$ cat src/rtl/median_pkg.sv
// median_pkg: shared constants, window-size encodings and controller states
package median_pkg;
  localparam int HALF = 5;
  localparam int WIN_MAX = 11;
  localparam logic [1:0] WS_11 = 2'b00;
  localparam logic [1:0] WS_9 = 2'b01;
  localparam logic [1:0] WS_7 = 2'b11;
  typedef enum logic [1:0] {IDLE, RUN, FLUSH_ROW, DONE} state_t;
  function automatic logic [1:0] coerce_ws(input logic [1:0] ws);
    return ws == 2'b10 ? WS_7 : ws;
  endfunction
endpackage

$ cat src/rtl/raster_counter.sv
// raster_counter: column/row shift-slot counter with programmable bounds
// Ports: clr restarts at (0,0); en advances one slot; col_last/row_last are
// inclusive bounds; col/row current position; last_wrap marks the slot that
// wraps col_last on row row_last.
module raster_counter #(
  parameter int CW = 12,
  parameter int RW = 12
) (
  input  logic          clk,
  input  logic          rst,
  input  logic          clr,
  input  logic          en,
  input  logic [CW-1:0] col_last,
  input  logic [RW-1:0] row_last,
  output logic [CW-1:0] col,
  output logic [RW-1:0] row,
  output logic          last_wrap
);
  logic [CW-1:0] col_q, col_d;
  logic [RW-1:0] row_q, row_d;
  logic wrap;
  assign wrap = en & (col_q == col_last);
  assign last_wrap = wrap & (row_q == row_last);
  assign col = col_q;
  assign row = row_q;
  always_comb begin
    col_d = clr ? '0 : wrap ? '0 : en ? col_q + 1'b1 : col_q;
    row_d = clr ? '0 : wrap ? row_q + 1'b1 : row_q;
  end
  always_ff @(posedge clk or negedge rst)
    if (!rst) begin
      col_q <= '0;
      row_q <= '0;
    end else begin
      col_q <= col_d;
      row_q <= row_d;
    end
endmodule

$ cat src/rtl/median_window_ctrl.sv
// median_window_ctrl: shift sequencer for the 11x11 median window array
// Ports: start/cfg_* load a frame; in_valid/in_ready accept raster pixels;
// stall freezes shifting; clken shifts line buffers and window; pad_row/pad_col
// select border padding; win_valid/win_row/win_col flag a completed centred
// window; busy/done/cfg_err report frame status; window_size is the latched size.
module median_window_ctrl
  import median_pkg::*;
#(
  parameter int W_BITS = 11,
  parameter int H_BITS = 11
) (
  input  logic              clk,
  input  logic              rst,
  input  logic              start,
  input  logic [W_BITS-1:0] cfg_width,
  input  logic [H_BITS-1:0] cfg_height,
  input  logic [1:0]        cfg_window_size,
  input  logic              in_valid,
  output logic              in_ready,
  input  logic              stall,
  output logic              clken,
  output logic              pad_row,
  output logic              pad_col,
  output logic [1:0]        window_size,
  output logic              win_valid,
  output logic [H_BITS-1:0] win_row,
  output logic [W_BITS-1:0] win_col,
  output logic              busy,
  output logic              done,
  output logic              cfg_err
);
  // One extra bit so width+HALF and height+HALF never overflow
  localparam int CW = W_BITS + 1;
  localparam int RW = H_BITS + 1;
  state_t state_q, state_d;
  logic [W_BITS-1:0] width_q, width_d, wcol_q, wcol_d;
  logic [H_BITS-1:0] height_q, height_d, wrow_q, wrow_d;
  logic [1:0] ws_q, ws_d;
  logic busy_q, busy_d, done_q, done_d, err_q, err_d, wv_q, wv_d;
  logic [CW-1:0] col;
  logic [RW-1:0] row;
  logic last_wrap, accept, run, flush, in_slot, win;
  assign run = state_q == RUN;
  assign flush = state_q == FLUSH_ROW;
  assign accept = (state_q == IDLE) & start & (cfg_width >= W_BITS'(HALF + 1))
                  & (cfg_height >= H_BITS'(HALF + 1));
  assign in_slot = col < {1'b0, width_q};
  assign in_ready = run & in_slot & ~stall;
  assign clken = ~stall & (flush | (run & (~in_slot | in_valid)));
  assign pad_col = (run | flush) & ~in_slot;
  assign pad_row = flush;
  assign win = clken & (row >= RW'(HALF)) & (col >= CW'(HALF));
  raster_counter #(.CW(CW), .RW(RW)) u_cnt (
    .clk      (clk),
    .rst      (rst),
    .clr      (accept),
    .en       (clken),
    .col_last ({1'b0, width_q} + CW'(HALF - 1)),
    .row_last (run ? {1'b0, height_q} - RW'(1) : {1'b0, height_q} + RW'(HALF - 1)),
    .col      (col),
    .row      (row),
    .last_wrap(last_wrap)
  );
  always_comb begin
    state_d = state_q;
    width_d = width_q;
    height_d = height_q;
    ws_d = ws_q;
    busy_d = busy_q;
    done_d = 1'b0;
    err_d = 1'b0;
    wv_d = win;
    wrow_d = win ? H_BITS'(row - RW'(HALF)) : wrow_q;
    wcol_d = win ? W_BITS'(col - CW'(HALF)) : wcol_q;
    case (state_q)
      IDLE: begin
        err_d = start & ~accept;
        if (accept) begin
          state_d = RUN;
          width_d = cfg_width;
          height_d = cfg_height;
          ws_d = coerce_ws(cfg_window_size);
          busy_d = 1'b1;
        end
      end
      RUN: state_d = last_wrap ? FLUSH_ROW : RUN;
      FLUSH_ROW: begin
        state_d = last_wrap ? DONE : FLUSH_ROW;
        done_d = last_wrap;
        busy_d = ~last_wrap;
      end
      default: state_d = IDLE;
    endcase
  end
  always_ff @(posedge clk or negedge rst)
    if (!rst) begin
      state_q <= IDLE;
      width_q <= '0;
      height_q <= '0;
      ws_q <= WS_11;
      busy_q <= 1'b0;
      done_q <= 1'b0;
      err_q <= 1'b0;
      wv_q <= 1'b0;
      wrow_q <= '0;
      wcol_q <= '0;
    end else begin
      state_q <= state_d;
      width_q <= width_d;
      height_q <= height_d;
      ws_q <= ws_d;
      busy_q <= busy_d;
      done_q <= done_d;
      err_q <= err_d;
      wv_q <= wv_d;
      wrow_q <= wrow_d;
      wcol_q <= wcol_d;
    end
  assign window_size = ws_q;
  assign busy = busy_q;
  assign done = done_q;
  assign cfg_err = err_q;
  assign win_valid = wv_q;
  assign win_row = wrow_q;
  assign win_col = wcol_q;
endmodule

$ cat config.mk
export PLATFORM = sky130hd
export DESIGN_NAME = median_window_ctrl
export DESIGN_NICKNAME = d
export VERILOG_FILES = /design/src/rtl/median_pkg.sv /design/src/rtl/raster_counter.sv /design/src/rtl/median_window_ctrl.sv
export SDC_FILE = /design/constraint.sdc
export NUM_CORES = 1
export LEC_CHECK = 0
export CORE_UTILIZATION = 55
export DETAILED_ROUTE_END_ITERATION = 12
export HOLD_SLACK_MARGIN = 0.1
export PLACE_DENSITY = 0.75
export SYNTH_ARGS = -nofsm -noshare
export SYNTH_HDL_FRONTEND = slang
export SYNTH_SLANG_ARGS = --single-unit
$ cat constraint.sdc
create_clock -name clk -period 7.35 [get_ports clk]
set_clock_uncertainty 0.1 [all_clocks]
set_input_delay 1.1025 -clock clk [delete_from_list [all_inputs] [get_ports clk]]
set_output_delay 1.1025 -clock clk [all_outputs]
set_load 0.1 [all_outputs]
# Word-level counts from Yosys, hierarchy flattened
# Cells that the tools add are included.
dict set report word_totals {
  inputBits 29
  register_bits 76
}
dict set report classes {
  eq_ne 6
  n_bitwise 20
  n_addsub 7
  n_mux 15
  reduce_logical 6
  order_cmp 5
}
# cell count
set op_table {}
lappend op_table {{12-bit two-way mux} 6}
lappend op_table {{11-bit by 3-bit adder with 12-bit output (second input constant)} 2}
lappend op_table {{12-bit by 1-bit adder with 12-bit output (second input constant)} 2}
lappend op_table {{12-bit == test} 2}
lappend op_table {{12-bit by 3-bit >= comparator with 1-bit output (second input constant)} 2}
lappend op_table {{11-bit by 3-bit >= comparator with 1-bit output (second input constant)} 2}
lappend op_table {{11-bit by 3-bit subtractor with 11-bit output (second input constant)} 2}
lappend op_table {{1-bit AND} 13}
lappend op_table {{12-bit by 11-bit less-than comparator with 1-bit output} 1}
lappend op_table {{11-bit by 1-bit subtractor with 12-bit output (second input constant)} 1}
lappend op_table {{2-bit two-way mux} 3}
lappend op_table {{2-bit case mux with 3 select lines} 1}
lappend op_table {{2-bit == test (second input constant)} 2}
lappend op_table {{1-bit two-way mux} 4}
lappend op_table {{1-bit inverter} 4}
lappend op_table {{2-bit AND reduction} 2}
lappend op_table {{2-bit nonzero test} 2}
lappend op_table {{1-bit bitwise OR} 3}
lappend op_table {{3-bit nonzero test} 1}
lappend op_table {{2-bit by 1-bit == test with 1-bit output (second input constant)} 1}
lappend op_table {{2-bit zero test} 1}
lappend op_table {{2-bit != test (second input constant)} 1}
lappend op_table {{1-bit case mux with 2 select lines} 1}

# Logic depth before layout (Yosys ltp)
dict set report logic_depth {
  word_depth 10
  depth_mapped 13
  ltp_nobuf 12
}

# Cells and area by module
# Synthesis repeated with hierarchy kept, for this count alone.
dict set report unflattened {
  hier_cells 455
  hier_area_um2 4757.1
}
# module cells_each area_per_inst_um2 instances
set by_module_without_submodules {}
lappend by_module_without_submodules {median_window_ctrl 300 3300.7 1}
lappend by_module_without_submodules {raster_counter 155 1456.4 1}

# Least setup slack after synthesis
# OpenSTA, ideal clock, no wires.
dict set report synth_timing {
  path_type {register to output}
  start {register width_q[7]}
  end {output in_ready}
  t_arrival_ns 3.550
  required_time_ns 6.148
  setup_slack_ns 2.597
  stages_incl_launch_ff 8
  path_cell_list {dfrtp_1 > inv_1 > ha_1 > a21oi_1 > nor2_1 > a2111oi_0 > o21ai_0 > nor3_1}
}
dict set report synth_between {
  elab_chain_len 3
}
# item line_no
set synth_rtl {}
lappend synth_rtl {{from (decl)} median_window_ctrl.sv:36} ;# logic [W_BITS-1:0] width_q, width_d, wcol_q, wcol_d;
lappend synth_rtl {{from (signal assigned)} median_window_ctrl.sv:109} ;# width_q <= width_d;
lappend synth_rtl {{12-bit by 11-bit less-than comparator with 1-bit output} median_window_ctrl.sv:47} ;# assign in_slot = col < {1'b0, width_q};
lappend synth_rtl {{1-bit AND (2 in a row)} median_window_ctrl.sv:48} ;# assign in_ready = run & in_slot & ~stall;
lappend synth_rtl {{to (decl)} median_window_ctrl.sv:19} ;# output logic in_ready,
# No other way between the ends.

# Final worst setup path
dict set report layout_timing {
  start {register u_cnt.col_q[9] (netlist: u_cnt.col[9])}
  end {output clken}
}
dict set report layout_between {
  elab_chain_len 6
}
# item line_no
set layout_rtl {}
lappend layout_rtl {{from (decl)} raster_counter.sv:19} ;# logic [CW-1:0] col_q, col_d;
lappend layout_rtl {{from (signal assigned)} raster_counter.sv:35} ;# col_q <= col_d;
lappend layout_rtl {{12-bit by 11-bit less-than comparator with 1-bit output} median_window_ctrl.sv:47}
lappend layout_rtl {{1-bit inverter} median_window_ctrl.sv:49} ;# assign clken = ~stall & (flush | (run & (~in_slot | in_valid)));
lappend layout_rtl {{1-bit bitwise OR} median_window_ctrl.sv:49}
lappend layout_rtl {{1-bit AND} median_window_ctrl.sv:49}
lappend layout_rtl {{1-bit bitwise OR} median_window_ctrl.sv:49}
lappend layout_rtl {{1-bit AND} median_window_ctrl.sv:49}
lappend layout_rtl {{to (decl)} median_window_ctrl.sv:21} ;# output logic clken,
# No other way between the ends.

==> flow_metrics.tcl <==
set metrics [dict create \
    overflow 0 \
    post-route-util_pct 66.7 \
    cp-end-kind "primary output" \
    path_class "flip-flop to primary output" \
    io_pins 61 \
    n_antenna_cell 0 \
    cp.required_ns 6.15 \
    clock-root-buffer "clkbuf_8" \
    synth_area_leaders "dfrtp_1, nand2_1, ha_1" \
    clock.fmax_mhz 201 \
    synth_top_cell_by_area "dfrtp_1" \
    holdWs_ns 0.378 \
    cpPeakStageDelay_ns 1.21 \
    finalWirelength_mm 10.8 \
    critPathLaunchType "flip-flop" \
    firstDrtPassIters 4 \
    syn2layout_area_growth_pct 15.8 \
    start_util_pct 57.5 \
    cpLargestDelayFamily "buffers and inverters" \
    busiest_layer "met2" \
    port_buffers 60 \
    htree_levels 3 \
    ant_nets 0 \
    regArea_sq_mm 0.00190 \
    slowest_stage "clkdlybuf4s50_1" \
    drt-initial-drc-count 182 \
    status "completed" \
    fp-row-count 33 \
    maxCapViolCount 0 \
    tightest_slew_ns 1.07 \
    met2_usage_pct 39.3 \
    ys_types 62 \
    hp-class "flip-flop to flip-flop" \
    clkTransAtPathRegs_ns 0.09 \
    finalWorstPathRequiredPeriod_ns 4.97 \
    synth_edf_count 0 \
    met1_usage_pct 37.3 \
    drc 0 \
    ys_ff_latch 76 \
    crit_chain "ha_1 -> nand4b_1 -> or2_2 -> o211a_1 -> or2_1 -> inv_2 -> clkdlybuf4s50_1" \
    synth-async-reset-ratio_pct 100 \
    floorplan.die_area_sq_mm 0.00910 \
    fillCellCount 714 \
    grt_usage_pct 25.6 \
    slew_violations 0 \
    setup_violations 0 \
    ys.flop_type "dfrtp_1" \
    numCtsBuffers 9 \
    synth_area_per_cell_sq_um 8.53 \
    synth_top_cell_area_share_pct 39.6 \
    drive_above_1_share_pct 4.79 \
    wl_per_cell_um 15.2 \
    synth_fp_nets 616 \
    hold_viol_final 0 \
    post_cts_buffers 0 \
    vias 4066 \
    seq_area_frac_synth_pct 39.6 \
    relSlewSlack_pct 28.4 \
    mappedNetlistArea_sq_mm 0.00480 \
    grt_pass1_vias 3669 \
    rsz0062_at_grt "no" \
    crit_path_max_fanout 26 \
    die_h_um 95.4 \
    min_period_over_period_pct 67.6 \
    cts.sinks 76 \
    design.core.area_sq_mm 0.00834 \
    die_w_um 95.4 \
    total_leakage_power_uw 0.00253 \
    syn_inst 563 \
    yosysWarnings 0 \
    post-dp-hpwl_mm 7.73 \
    peakVddDrop_mv 0.146 \
    cts_resized 0 \
    arrival_ns 3.76 \
    powerDensity_mw_per_mm2 335 \
    vias_per_cell 5.73 \
    grtUsageMet3_pct 4.31 \
    cts_tree "done" \
    postCtsHoldBufs 0 \
    final_nets 653 \
    antenna_found_initial 0 \
    grt_pass1_wl_mm 18.0 \
    max-clock-path-buffers 2 \
    multi_input_area_sq_mm 0.00265 \
    tns_ns 0 \
    clkLatencyLatePin_ns 0.36 \
    gp_congestion 0.947 \
    grt_max_degree 77 \
    critPathBufInv 2 \
]
## kinds of logic after synthesis
logic type	share of synthesized area [%]
AO/OA/AOI/OAI	13.5
XOR/XNOR	10.0
adder cells (fa/ha/maj)	6.26
buffers and inverters	5.24
flip-flops	39.6
multiplexers	0.313
AND/OR/NAND/NOR	25.0
## synth_stat cells (all sizes together), types with 2 or more instances
cell type   n
a2111oi     2
a21o        2
a21oi      22
a221oi      2
a22oi       2
a31oi       7
and2        5
and3       19
and4        2
and4b       3
buf        12
clkbuf     23
dfrtp      76
ha         24
inv        26
nand2      94
nand3      13
nand3b      8
nand4      10
nand4b      4
nor2       33
nor2b       7
nor3       10
nor4        9
o211ai      2
o21a        2
o21ai      58
o31ai       2
or2         4
or3         4
or4         4
xnor2      34
xor2       21
## flip-flops by register name, indices dropped and copies added (netlist names), 2 cells and up
signal	cells
window_size	2
state_q	2
u_cnt.row	12
height_q	11
width_q	11
win_row	11
win_col	11
u_cnt.col	12
## tightest hold or removal path, delay by kind of cell (launching register included)
| family | cells | cell delay, ns |
|---|---|---|
| DFF | 1 | 0.35 |
| and+or+nand+nor | 2 | 0.10 |
## final timing paths
check	start	endpoint	slack [ns]	cells past startpoint
max	u_cnt.col[9]	clken	2.38	7
min	window_size[0]	window_size[0]	0.38	2
max reg2reg	width_q[2]	state_q[0]	3.75	9
min reg2reg	window_size[0]	window_size[0]	0.38	2
max in group asynchronous	rst	done	5.74	1
min in group asynchronous	rst	win_col[8]	0.79	1
## metal layers
layer / part of all wire [%] / vias to the layer above
met5: 0 / -
met3: 4.7 / 15
met1: 50 / 1902
met2: 44 / 133
li1: - / 2016
met4: 1.5 / 0
## stage by stage
stage	instance area (sq um)	instances	total power, uW	worst slack [ns]
global placement	5380	694	1550	2.55
global route	5560	710	1970	2.05
floorplan	4800	563	1340	2.60
finish	5560	710	1860	2.38
detailed placement	5380	694	1570	2.53
CTS	5560	710	1860	2.39
## area by class of cell
cell class,count,area share (%)
clock buffer,10,2.48
clock inverter,6,0.698
inverter,26,1.76
multi-input combinational,426,47.6
sequential,76,34.2
tap,105,2.36
timing repair buffer,61,10.9
## power breakdown
part / total (uW) / leakage (uW) / switching, uW / internal (uW)
sequential: 633 / 0.00100 / 112 / 521
clock: 299 / 0.0000885 / 167 / 131
combinational: 932 / 0.00144 / 617 / 315
## placed cells by master (no fill, tap or decap), types with 4 or more instances in the layout
| master | n |
|---|---|
| and2_1 | 5 |
| a31oi_1 | 7 |
| nand4b_1 | 4 |
| xor2_1 | 21 |
| or3_1 | 4 |
| clkbuf_8 | 10 |
| nand4_1 | 9 |
| xnor2_1 | 34 |
| nor2b_1 | 7 |
| inv_1 | 25 |
| ha_1 | 24 |
| and3_1 | 19 |
| nand2_1 | 94 |
| nor4_1 | 8 |
| nand3_1 | 12 |
| clkdlybuf4s50_1 | 59 |
| nor3_1 | 10 |
| dfrtp_1 | 76 |
| o21ai_0 | 53 |
| nor2_1 | 32 |
| a21oi_1 | 22 |
| nand3b_1 | 8 |
| o21ai_1 | 5 |
No activity file was read; power rests on OpenSTA's default activity.
